<file path="config.mk">
export PLATFORM = sky130hd
export DESIGN_NAME = axi4_lite_register_bank_flat
export DESIGN_NICKNAME = d
export VERILOG_FILES = /design/src/rtl/axi4_lite_register_bank_if.sv /design/src/rtl/axi4_lite_register_bank.sv /design/src/flat_wrapper.sv
export SDC_FILE = /design/constraint.sdc
export NUM_CORES = 1
export LEC_CHECK = 0
export ABC_CLOCK_PERIOD_IN_PS = 2300
export BUFFER_PORTS_ARGS = -buffer_cell sky130_fd_sc_hd__buf_4
export CAP_MARGIN = 20
export CORE_AREA = 3 3 444 446
export DETAILED_ROUTE_END_ITERATION = 10
export DIE_AREA = 0 0 447 449
export PLACE_DENSITY = 0.41
export SLEW_MARGIN = 40
export SYNTH_ARGS = -nofsm -noshare
export SYNTH_HDL_FRONTEND = slang
export SYNTH_SLANG_ARGS = --single-unit
</file>
<file path="constraint.sdc">
create_clock -name clk -period 2.3 [get_ports clk]
set_input_delay 0.23 -clock clk [delete_from_list [all_inputs] [get_ports clk]]
set_output_delay 0.23 -clock clk [all_outputs]
set_load 0.02 [all_outputs]
</file>
<file path="src/rtl/axi4_lite_register_bank_if.sv">
// AXI4-Lite bus bundle between the PS interconnect (master) and the
// register bank (slave).
//   AW channel : awaddr, awvalid -> ; <- awready
//   W  channel : wdata, wstrb, wvalid -> ; <- wready
//   B  channel : <- bresp, bvalid ; bready ->
//   AR channel : araddr, arvalid -> ; <- arready
//   R  channel : <- rdata, rresp, rvalid ; rready ->
interface axi4_lite_register_bank_if #(
    parameter int AXI_DATA_WIDTH_P = 32,
    parameter int AXI_ADDR_WIDTH_P = 16
);
    logic [AXI_ADDR_WIDTH_P-1:0]   awaddr;
    logic                          awvalid;
    logic                          awready;
    logic [AXI_DATA_WIDTH_P-1:0]   wdata;
    logic [AXI_DATA_WIDTH_P/8-1:0] wstrb;
    logic                          wvalid;
    logic                          wready;
    logic [1:0]                    bresp;
    logic                          bvalid;
    logic                          bready;
    logic [AXI_ADDR_WIDTH_P-1:0]   araddr;
    logic                          arvalid;
    logic                          arready;
    logic [AXI_DATA_WIDTH_P-1:0]   rdata;
    logic [1:0]                    rresp;
    logic                          rvalid;
    logic                          rready;

    modport master (
        output awaddr, awvalid, wdata, wstrb, wvalid, bready, araddr, arvalid, rready,
        input  awready, wready, bresp, bvalid, arready, rdata, rresp, rvalid
    );

    modport slave (
        input  awaddr, awvalid, wdata, wstrb, wvalid, bready, araddr, arvalid, rready,
        output awready, wready, bresp, bvalid, arready, rdata, rresp, rvalid
    );
endinterface

</file>
<file path="src/rtl/axi4_lite_register_bank.sv">
// Parametrised AXI4-Lite slave register bank. Each of NR_OF_REGS_P word
// registers is RW (byte-strobed, exported on cr_registers), RO (reads return
// sr_registers) or CMD (a write pulses cmd_pulse for one cycle, reads 0).
// Unmapped, unaligned or RO-write accesses answer SLVERR.
// Ports:
//   clk, rst_n    clock, asynchronous active-low reset
//   axi           AXI4-Lite slave side (AW/W/B/AR/R channels)
//   cr_registers  flat RW register contents, register i at [i*DATA +: DATA]
//   sr_registers  flat status inputs, only RO slices are used
//   cmd_pulse     one-cycle pulse per committed CMD register write
module axi4_lite_register_bank #(
    parameter int AXI_DATA_WIDTH_P = 32,
    parameter int AXI_ADDR_WIDTH_P = 16,
    parameter int NR_OF_REGS_P     = 16,
    parameter logic [NR_OF_REGS_P-1:0]                  RO_MASK_P    = '0,
    parameter logic [NR_OF_REGS_P-1:0]                  CMD_MASK_P   = '0,
    parameter logic [NR_OF_REGS_P*AXI_DATA_WIDTH_P-1:0] RST_VALUES_P = '0
) (
    input  logic                                       clk,
    input  logic                                       rst_n,
    axi4_lite_register_bank_if.slave                   axi,
    output logic [NR_OF_REGS_P*AXI_DATA_WIDTH_P-1:0]   cr_registers,
    input  logic [NR_OF_REGS_P*AXI_DATA_WIDTH_P-1:0]   sr_registers,
    output logic [NR_OF_REGS_P-1:0]                    cmd_pulse
);
    localparam int DW       = AXI_DATA_WIDTH_P;
    localparam int AW       = AXI_ADDR_WIDTH_P;
    localparam int NR       = NR_OF_REGS_P;
    localparam int SW       = DW / 8;
    localparam int ADDR_LSB = $clog2(SW);
    localparam int IDX_W    = 8;

    localparam logic [AW-1:0] LOW_MASK     = AW'((1 << ADDR_LSB) - 1);
    // RO takes priority if a register is flagged both RO and CMD.
    localparam logic [NR-1:0] CMD_SEL      = CMD_MASK_P & ~RO_MASK_P;
    localparam logic [NR-1:0] RW_SEL       = ~(RO_MASK_P | CMD_MASK_P);
    localparam logic [DW-1:0] ILLEGAL_DATA = DW'(32'hBAAD_FACE);

    typedef enum logic [1:0] {
        RESP_OKAY   = 2'b00,
        RESP_SLVERR = 2'b10
    } resp_e;

    // One-hot register select; all-zero means the address is illegal
    // (index out of range, sub-word offset, or bits set above the index field).
    function automatic logic [NR-1:0] decode(input logic [AW-1:0] addr);
        logic [NR-1:0]    sel;
        logic [IDX_W-1:0] idx;
        sel = '0;
        idx = addr[ADDR_LSB +: IDX_W];
        if ((addr & LOW_MASK) == '0 && (addr >> (ADDR_LSB + IDX_W)) == '0) begin
            for (int i = 0; i < NR; i++) begin
                if (idx == IDX_W'(i)) sel[i] = 1'b1;
            end
        end
        return sel;
    endfunction

    // Write path state
    logic          aw_full, w_full;
    logic [AW-1:0] aw_addr_q;
    logic [DW-1:0] w_data_q;
    logic [SW-1:0] w_strb_q;
    logic          bvalid_q;
    resp_e         bresp_q;
    logic [NR-1:0] cmd_pulse_q;
    logic [DW-1:0] regs_q [NR];

    // Read path state
    logic          rvalid_q;
    resp_e         rresp_q;
    logic [DW-1:0] rdata_q;

    logic          commit;
    logic [NR-1:0] wr_sel, rd_sel;
    logic [DW-1:0] rd_data_next;
    resp_e         rd_resp_next;

    assign wr_sel = decode(aw_addr_q);
    assign commit = aw_full && w_full && !bvalid_q;

    assign axi.awready = !aw_full;
    assign axi.wready  = !w_full;
    assign axi.bvalid  = bvalid_q;
    assign axi.bresp   = bresp_q;
    assign axi.arready = !rvalid_q;
    assign axi.rvalid  = rvalid_q;
    assign axi.rresp   = rresp_q;
    assign axi.rdata   = rdata_q;
    assign cmd_pulse   = cmd_pulse_q;

    for (genvar g = 0; g < NR; g++) begin : g_cr
        assign cr_registers[g*DW +: DW] = regs_q[g];
    end

    // Status inputs of non-RO registers are intentionally ignored.
    logic sr_unused;
    assign sr_unused = ^sr_registers;

    // NOTE: sequential state uses non-blocking assignments so every register
    // samples pre-edge values; e.g. a read on the commit edge sees the old data.
    always_ff @(posedge clk or negedge rst_n) begin
        if (!rst_n) begin
            aw_full     <= 1'b0;
            w_full      <= 1'b0;
            aw_addr_q   <= '0;
            w_data_q    <= '0;
            w_strb_q    <= '0;
            bvalid_q    <= 1'b0;
            bresp_q     <= RESP_OKAY;
            cmd_pulse_q <= '0;
        end else begin
            // Handshake needs an empty buffer and commit needs a full one,
            // so the two never coincide on the same buffer.
            if (commit) begin
                aw_full <= 1'b0;
                w_full  <= 1'b0;
            end
            if (axi.awvalid && !aw_full) begin
                aw_full   <= 1'b1;
                aw_addr_q <= axi.awaddr;
            end
            if (axi.wvalid && !w_full) begin
                w_full   <= 1'b1;
                w_data_q <= axi.wdata;
                w_strb_q <= axi.wstrb;
            end

            if (commit) begin
                bvalid_q <= 1'b1;
                bresp_q  <= (|(wr_sel & (RW_SEL | CMD_SEL))) ? RESP_OKAY : RESP_SLVERR;
            end else if (bvalid_q && axi.bready) begin
                bvalid_q <= 1'b0;
            end

            cmd_pulse_q <= (commit && |w_strb_q) ? (wr_sel & CMD_SEL) : '0;
        end
    end

    // NOTE: the register array is reset like any other control state because
    // RW registers must come up at their configured values; RO/CMD entries
    // reset to zero and are never written.
    always_ff @(posedge clk or negedge rst_n) begin
        if (!rst_n) begin
            for (int i = 0; i < NR; i++) begin
                regs_q[i] <= RW_SEL[i] ? RST_VALUES_P[i*DW +: DW] : '0;
            end
        end else if (commit) begin
            for (int i = 0; i < NR; i++) begin
                if (wr_sel[i] && RW_SEL[i]) begin
                    for (int b = 0; b < SW; b++) begin
                        if (w_strb_q[b]) regs_q[i][b*8 +: 8] <= w_data_q[b*8 +: 8];
                    end
                end
            end
        end
    end

    // NOTE: every output of this block gets a default first, so no path
    // through the loop can leave one unassigned and infer a latch.
    always_comb begin
        rd_sel       = decode(axi.araddr);
        rd_data_next = ILLEGAL_DATA;
        rd_resp_next = RESP_SLVERR;
        for (int i = 0; i < NR; i++) begin
            if (rd_sel[i]) begin
                rd_resp_next = RESP_OKAY;
                if (RO_MASK_P[i])      rd_data_next = sr_registers[i*DW +: DW];
                else if (CMD_SEL[i])   rd_data_next = '0;
                else                   rd_data_next = regs_q[i];
            end
        end
    end

    always_ff @(posedge clk or negedge rst_n) begin
        if (!rst_n) begin
            rvalid_q <= 1'b0;
            rresp_q  <= RESP_OKAY;
            rdata_q  <= '0;
        end else if (axi.arvalid && !rvalid_q) begin
            rvalid_q <= 1'b1;
            rresp_q  <= rd_resp_next;
            rdata_q  <= rd_data_next;
        end else if (rvalid_q && axi.rready) begin
            rvalid_q <= 1'b0;
        end
    end
endmodule

</file>
<file path="src/flat_wrapper.sv">
// flat-port wrapper written by rule: the top's interface ports become plain ports
module axi4_lite_register_bank_flat 
#(
    parameter int AXI_DATA_WIDTH_P = 32,
    parameter int AXI_ADDR_WIDTH_P = 16,
    parameter int NR_OF_REGS_P     = 16,
    parameter logic [NR_OF_REGS_P-1:0]                  RO_MASK_P    = '0,
    parameter logic [NR_OF_REGS_P-1:0]                  CMD_MASK_P   = '0,
    parameter logic [NR_OF_REGS_P*AXI_DATA_WIDTH_P-1:0] RST_VALUES_P = '0
)
  (clk, rst_n, cr_registers, sr_registers, cmd_pulse, axi_awaddr, axi_awvalid, axi_wdata, axi_wstrb, axi_wvalid, axi_bready, axi_araddr, axi_arvalid, axi_rready, axi_awready, axi_wready, axi_bresp, axi_bvalid, axi_arready, axi_rdata, axi_rresp, axi_rvalid);
  axi4_lite_register_bank_if #(.AXI_DATA_WIDTH_P(AXI_DATA_WIDTH_P), .AXI_ADDR_WIDTH_P(AXI_ADDR_WIDTH_P)) axi_i ();
  input  logic clk;
  input  logic rst_n;
  output logic [NR_OF_REGS_P*AXI_DATA_WIDTH_P-1:0] cr_registers;
  input  logic [NR_OF_REGS_P*AXI_DATA_WIDTH_P-1:0] sr_registers;
  output logic [NR_OF_REGS_P-1:0] cmd_pulse;
  input wire logic [$bits(axi_i.awaddr)-1:0] axi_awaddr;
  input wire logic [$bits(axi_i.awvalid)-1:0] axi_awvalid;
  input wire logic [$bits(axi_i.wdata)-1:0] axi_wdata;
  input wire logic [$bits(axi_i.wstrb)-1:0] axi_wstrb;
  input wire logic [$bits(axi_i.wvalid)-1:0] axi_wvalid;
  input wire logic [$bits(axi_i.bready)-1:0] axi_bready;
  input wire logic [$bits(axi_i.araddr)-1:0] axi_araddr;
  input wire logic [$bits(axi_i.arvalid)-1:0] axi_arvalid;
  input wire logic [$bits(axi_i.rready)-1:0] axi_rready;
  output wire logic [$bits(axi_i.awready)-1:0] axi_awready;
  output wire logic [$bits(axi_i.wready)-1:0] axi_wready;
  output wire logic [$bits(axi_i.bresp)-1:0] axi_bresp;
  output wire logic [$bits(axi_i.bvalid)-1:0] axi_bvalid;
  output wire logic [$bits(axi_i.arready)-1:0] axi_arready;
  output wire logic [$bits(axi_i.rdata)-1:0] axi_rdata;
  output wire logic [$bits(axi_i.rresp)-1:0] axi_rresp;
  output wire logic [$bits(axi_i.rvalid)-1:0] axi_rvalid;
  assign axi_i.awaddr = axi_awaddr;
  assign axi_i.awvalid = axi_awvalid;
  assign axi_i.wdata = axi_wdata;
  assign axi_i.wstrb = axi_wstrb;
  assign axi_i.wvalid = axi_wvalid;
  assign axi_i.bready = axi_bready;
  assign axi_i.araddr = axi_araddr;
  assign axi_i.arvalid = axi_arvalid;
  assign axi_i.rready = axi_rready;
  assign axi_awready = axi_i.awready;
  assign axi_wready = axi_i.wready;
  assign axi_bresp = axi_i.bresp;
  assign axi_bvalid = axi_i.bvalid;
  assign axi_arready = axi_i.arready;
  assign axi_rdata = axi_i.rdata;
  assign axi_rresp = axi_i.rresp;
  assign axi_rvalid = axi_i.rvalid;
  axi4_lite_register_bank #(.AXI_DATA_WIDTH_P(AXI_DATA_WIDTH_P), .AXI_ADDR_WIDTH_P(AXI_ADDR_WIDTH_P), .NR_OF_REGS_P(NR_OF_REGS_P), .RO_MASK_P(RO_MASK_P), .CMD_MASK_P(CMD_MASK_P), .RST_VALUES_P(RST_VALUES_P)) u_core (.clk(clk), .rst_n(rst_n), .axi(axi_i), .cr_registers(cr_registers), .sr_registers(sr_registers), .cmd_pulse(cmd_pulse));
endmodule
</file>
==> load_flow_metrics.sql <==
INSERT INTO impl_metrics (metric_group, metric, value, unit) VALUES
('power_and_ir_drop', 'p_leak', '20.7', 'nW'),
('place', 'gp_congestion', '0.849', ''),
('logic_synthesis', 'synthFlopType', 'sky130_fd_sc_hd__dfrtp_1', ''),
('critical_path', 'startpoint_type', 'flop', ''),
('cts', 'cts.sinks', '602', ''),
('logic_synthesis', 'synth_edf_count', '0', ''),
('cts', 'cts_buffer_depth', '3', ''),
('logic_synthesis', 'seq_area_frac_synth', '0.545', ''),
('floorplanning', 'fp.coreArea', '193000', 'sq um'),
('logic_synthesis', 'async_flop_share', '1.00', ''),
('cells_and_area', 'layout-area-overhead-vs-synth', '55.0', '%'),
('critical_path', 'cp.buffers_inverters', '3', ''),
('global_route', 'number_of_antenna_violations_at_the_first_check_in_global_routing', '13', ''),
('floorplanning', 'dieHeight', '449', 'microns'),
('sta', 'maxSlewViolCount', '0', ''),
('logic_synthesis', 'yosysWarnings', '0', ''),
('cts', 'numCtsBuffers', '80', ''),
('floorplanning', 'effective_utilization_at_floorplan', '0.143', ''),
('logic_synthesis', 'post-synth-top-count-cell', 'sky130_fd_sc_hd__dfrtp_1', ''),
('logic_synthesis', 'synth_top_area_share', '0.545', ''),
('global_route', 'grt.overflow.total', '0', ''),
('outcome', 'outcome', 'finished, violations left', ''),
('detailed_routing', 'via_count', '23500', ''),
('sta', 'maxClockFrequency', '364', 'MHz'),
('cts', 'worst_skew_pair.late_latency', '700', 'ps'),
('power_and_ir_drop', 'vdd_ir_drop_max', '0.000611', 'V'),
('critical_path', 'cp_data_arrival_time', '3300', 'ps'),
('cells_and_area', 'final_nets', '3731', ''),
('logic_synthesis', 'ys_top_cells_by_area', 'sky130_fd_sc_hd__dfrtp_1 (54%), sky130_fd_sc_hd__mux2_2 (23%), sky130_fd_sc_hd__mux4_2 (2.1%), sky130_fd_sc_hd__o21ai_0 (1.6%), sky130_fd_sc_hd__nand2_1 (1.6%)', ''),
('floorplanning', 'die-width', '447', 'microns'),
('detailed_routing', 'drc', '0', ''),
('logic_synthesis', 'ffs_latches_synth', '602', ''),
('cts', 'cell_at_the_root_of_the_clock_tree', 'sky130_fd_sc_hd__clkbuf_16', ''),
('critical_path', 'crit_path_frequent_cell', 'sky130_fd_sc_hd__buf_4', ''),
('critical_path', 'critical_path_class', 'reg2reg', ''),
('place', 'placed_cells_incl_taps', '5526', ''),
('place', 'place.port_buffers', '625', ''),
('power_and_ir_drop', 'power_per_cell_area', '699', 'nW/um^2'),
('sta', 'finalHoldViolCount', '0', ''),
('detailed_routing', 'wl_per_cell', '31.1', 'microns'),
('sta', 'fin_crit_sh', '1.19', ''),
('critical_path', 'cp_max_fo', '8', ''),
('cells_and_area', 'postLayoutCoreUtil', '0.222', ''),
('sta', 'fin_worst_hold_slack', '154', 'ps'),
('critical_path', 'timing.critical_path.cells', 'or4_4, or3_4, buf_4, nor4b_4, buf_4, nand2_2, buf_12, mux2_2', ''),
('sta', 'tightest_slew', '805', 'ps'),
('logic_synthesis', 'ys_top_cells_by_count', 'sky130_fd_sc_hd__dfrtp_1 (602), sky130_fd_sc_hd__mux2_2 (560), sky130_fd_sc_hd__nand2_1 (115), sky130_fd_sc_hd__clkbuf_1 (90), sky130_fd_sc_hd__o21ai_0 (90)', ''),
('global_route', 'grt_first_pass_wirelength', '234', 'mm'),
('cells_and_area', 'finish.cell_count_without_fillers', '5733', ''),
('detailed_routing', 'vias_per_cell', '4.09', ''),
('critical_path', 'max_stage_delay', '540', 'ps'),
('critical_path', 'timing.critical_path.max_delay_family', 'simple AND/OR/NAND/NOR gates', ''),
('logic_synthesis', 'netlist.top_cell.by_area', 'sky130_fd_sc_hd__dfrtp_1', ''),
('outcome', 'violations', 'setup timing', ''),
('cells_and_area', 'final_layout_size_suffix_gt1_frac', '0.577', ''),
('floorplanning', 'design.die.area', '201000', 'sq um'),
('detailed_routing', 'route.final.wire_length', '178', 'mm'),
('critical_path', 'cp_slowest_cell', 'sky130_fd_sc_hd__or4_4', ''),
('sta', 'grt_setup_unrepaired', 'true', ''),
('logic_synthesis', 'mappedNetlistArea', '27700', 'sq um'),
('detailed_routing', 'detail-route-antenna-nets', '0', ''),
('sta', 'setup_slack', '-446', 'ps'),
('sta', 'setup_viol', '515', ''),
('cts', 'tritoncts_clock_tree', 'built', ''),
('global_route', 'first_global_vias', '24200', ''),
('cts', 'path_clk_slew', '60', 'ps'),
('cts', 'cts_htree_levels', '3', ''),
('hold_path', 'hold_path.class', 'in2reg', ''),
('floorplanning', 'floorplan.rows', '161', ''),
('sta', 'slew-limit-headroom', '0.463', ''),
('place', 'final_hpwl_dp', '142', 'mm');
[path summary, 6_finish.rpt]
path,startpoint,to,slack (ps),depth (start not counted)
worst max-delay path,u_core.aw_addr_q[0],u_core.cr_registers[424],-450,8
max in group asynchronous,rst_n,u_core.w_data_q[14],480,4
worst min register to register,u_core.axi.rresp[1],u_core.axi.rresp[1],500,2
worst max register to register,u_core.aw_addr_q[0],u_core.cr_registers[424],-450,8
min in group asynchronous,rst_n,u_core.axi.rdata[5],570,3
worst min-delay path,axi_arvalid,u_core.axi.rvalid,150,4
[final cells by class]
cell class	instances	area, sq um	area share
Antenna cell	5	12.5	0.000292
Clock inverter	26	294	0.00686
Clock buffer	114	2350	0.0549
Multi-Input combinational cell	1390	12700	0.295
Sequential cell	602	15100	0.352
Tap cell	2526	3160	0.0737
Inverter	20	75.1	0.00175
Timing Repair Buffer	1050	9240	0.216
[per-stage QoR]
stage | power [mW] | TNS, ps | cell area [sq um] | setup slack [ps]
5_1_grt | 31.2 | -214780 | 42900 | -512
2_1_floorplan | 14.2 | -29440 | 28100 | -147
4_1_cts | 30.4 | -185390 | 42700 | -432
3_5_place_dp | 17.0 | -249200 | 39100 | -862
6_report | 30.0 | -169190 | 42900 | -446
3_3_place_gp | 17.0 | -258000 | 39100 | -936
[timing repair]
action,in CTS,in global routing
resized for setup,63,41
endpoints found under the setup margin,514,516
hold buffers,59,0
pin swaps,11,2
hold endpoints to repair,365,0
setup buffers,4,1
[tightest hold or removal path, stage by stage]
cell	delay [ps]
sky130_fd_sc_hd__buf_4	90
sky130_fd_sc_hd__nand2_2	160
sky130_fd_sc_hd__buf_12	220
sky130_fd_sc_hd__o21ai_0	90
[kinds of logic after synthesis]
| group | share of synthesized area |
|---|---|
| DFF | 0.545 |
| and+or+nand+nor | 0.0697 |
| muxes | 0.267 |
| buffers and inverters | 0.0279 |
| AOI/OAI and AO/OA | 0.0912 |
| other | 0.000136 |
[report_power, final]
part	internal, mW	switching [mW]	leakage, nW	total [mW]
Clock	7.66	5.23	1.31	12.9
Combinational	1.56	2.17	11.2	3.73
Sequential	11.2	2.18	8.20	13.4
[state kept, by name, indices dropped and copies added, names as in the netlist]
name	flops
u_core.w_full	1
u_core.axi.bvalid	1
u_core.axi.rvalid	1
u_core.axi.bresp	1
u_core.axi.rresp	1
u_core.w_strb_q	4
u_core.cr_registers	512
u_core.aw_full	1
u_core.axi.rdata	32
u_core.aw_addr_q	16
u_core.w_data_q	32
[metal layers]
| metal | GRT usage | part of all wire | up-vias |
|---|---|---|---|
| met1 | 0.195 | 0.38 | 12400 |
| met3 | 0.0336 | 0.049 | 268 |
| met4 | 0.0918 | 0.062 | 2 |
| li1 | - | - | 9980 |
| met5 | 0 | 0.000073 | - |
| met2 | 0.307 | 0.51 | 774 |
[layout by cell type (no fill, tap or decap), types with 17 or more instances in the layout]
cell type / synthesis / routed
sky130_fd_sc_hd__dfrtp_1: 602 / 597
sky130_fd_sc_hd__dlygate4sd3_1: 0 / 59
sky130_fd_sc_hd__mux4_2: 26 / 26
sky130_fd_sc_hd__nand2_8: 0 / 23
sky130_fd_sc_hd__nand2_1: 115 / 82
sky130_fd_sc_hd__clkbuf_16: 0 / 82
sky130_fd_sc_hd__conb_1: 1 / 18
sky130_fd_sc_hd__nand3_1: 22 / 21
sky130_fd_sc_hd__nor2_1: 74 / 63
sky130_fd_sc_hd__a22oi_1: 19 / 19
sky130_fd_sc_hd__o21ai_0: 90 / 89
sky130_fd_sc_hd__a21oi_1: 75 / 70
sky130_fd_sc_hd__buf_12: 0 / 89
sky130_fd_sc_hd__buf_4: 23 / 882
sky130_fd_sc_hd__nor2b_1: 22 / 17
sky130_fd_sc_hd__nand2_2: 17 / 20
sky130_fd_sc_hd__nor3_1: 23 / 21
sky130_fd_sc_hd__inv_1: 19 / 19
sky130_fd_sc_hd__mux2i_1: 28 / 28
sky130_fd_sc_hd__a211oi_1: 18 / 18
sky130_fd_sc_hd__a221oi_1: 19 / 19
sky130_fd_sc_hd__mux2_2: 560 / 557
sky130_fd_sc_hd__mux2_4: 0 / 20
sky130_fd_sc_hd__clkbuf_8: 0 / 18
sky130_fd_sc_hd__o22ai_1: 40 / 40
(Power assumes the default switching activity.)
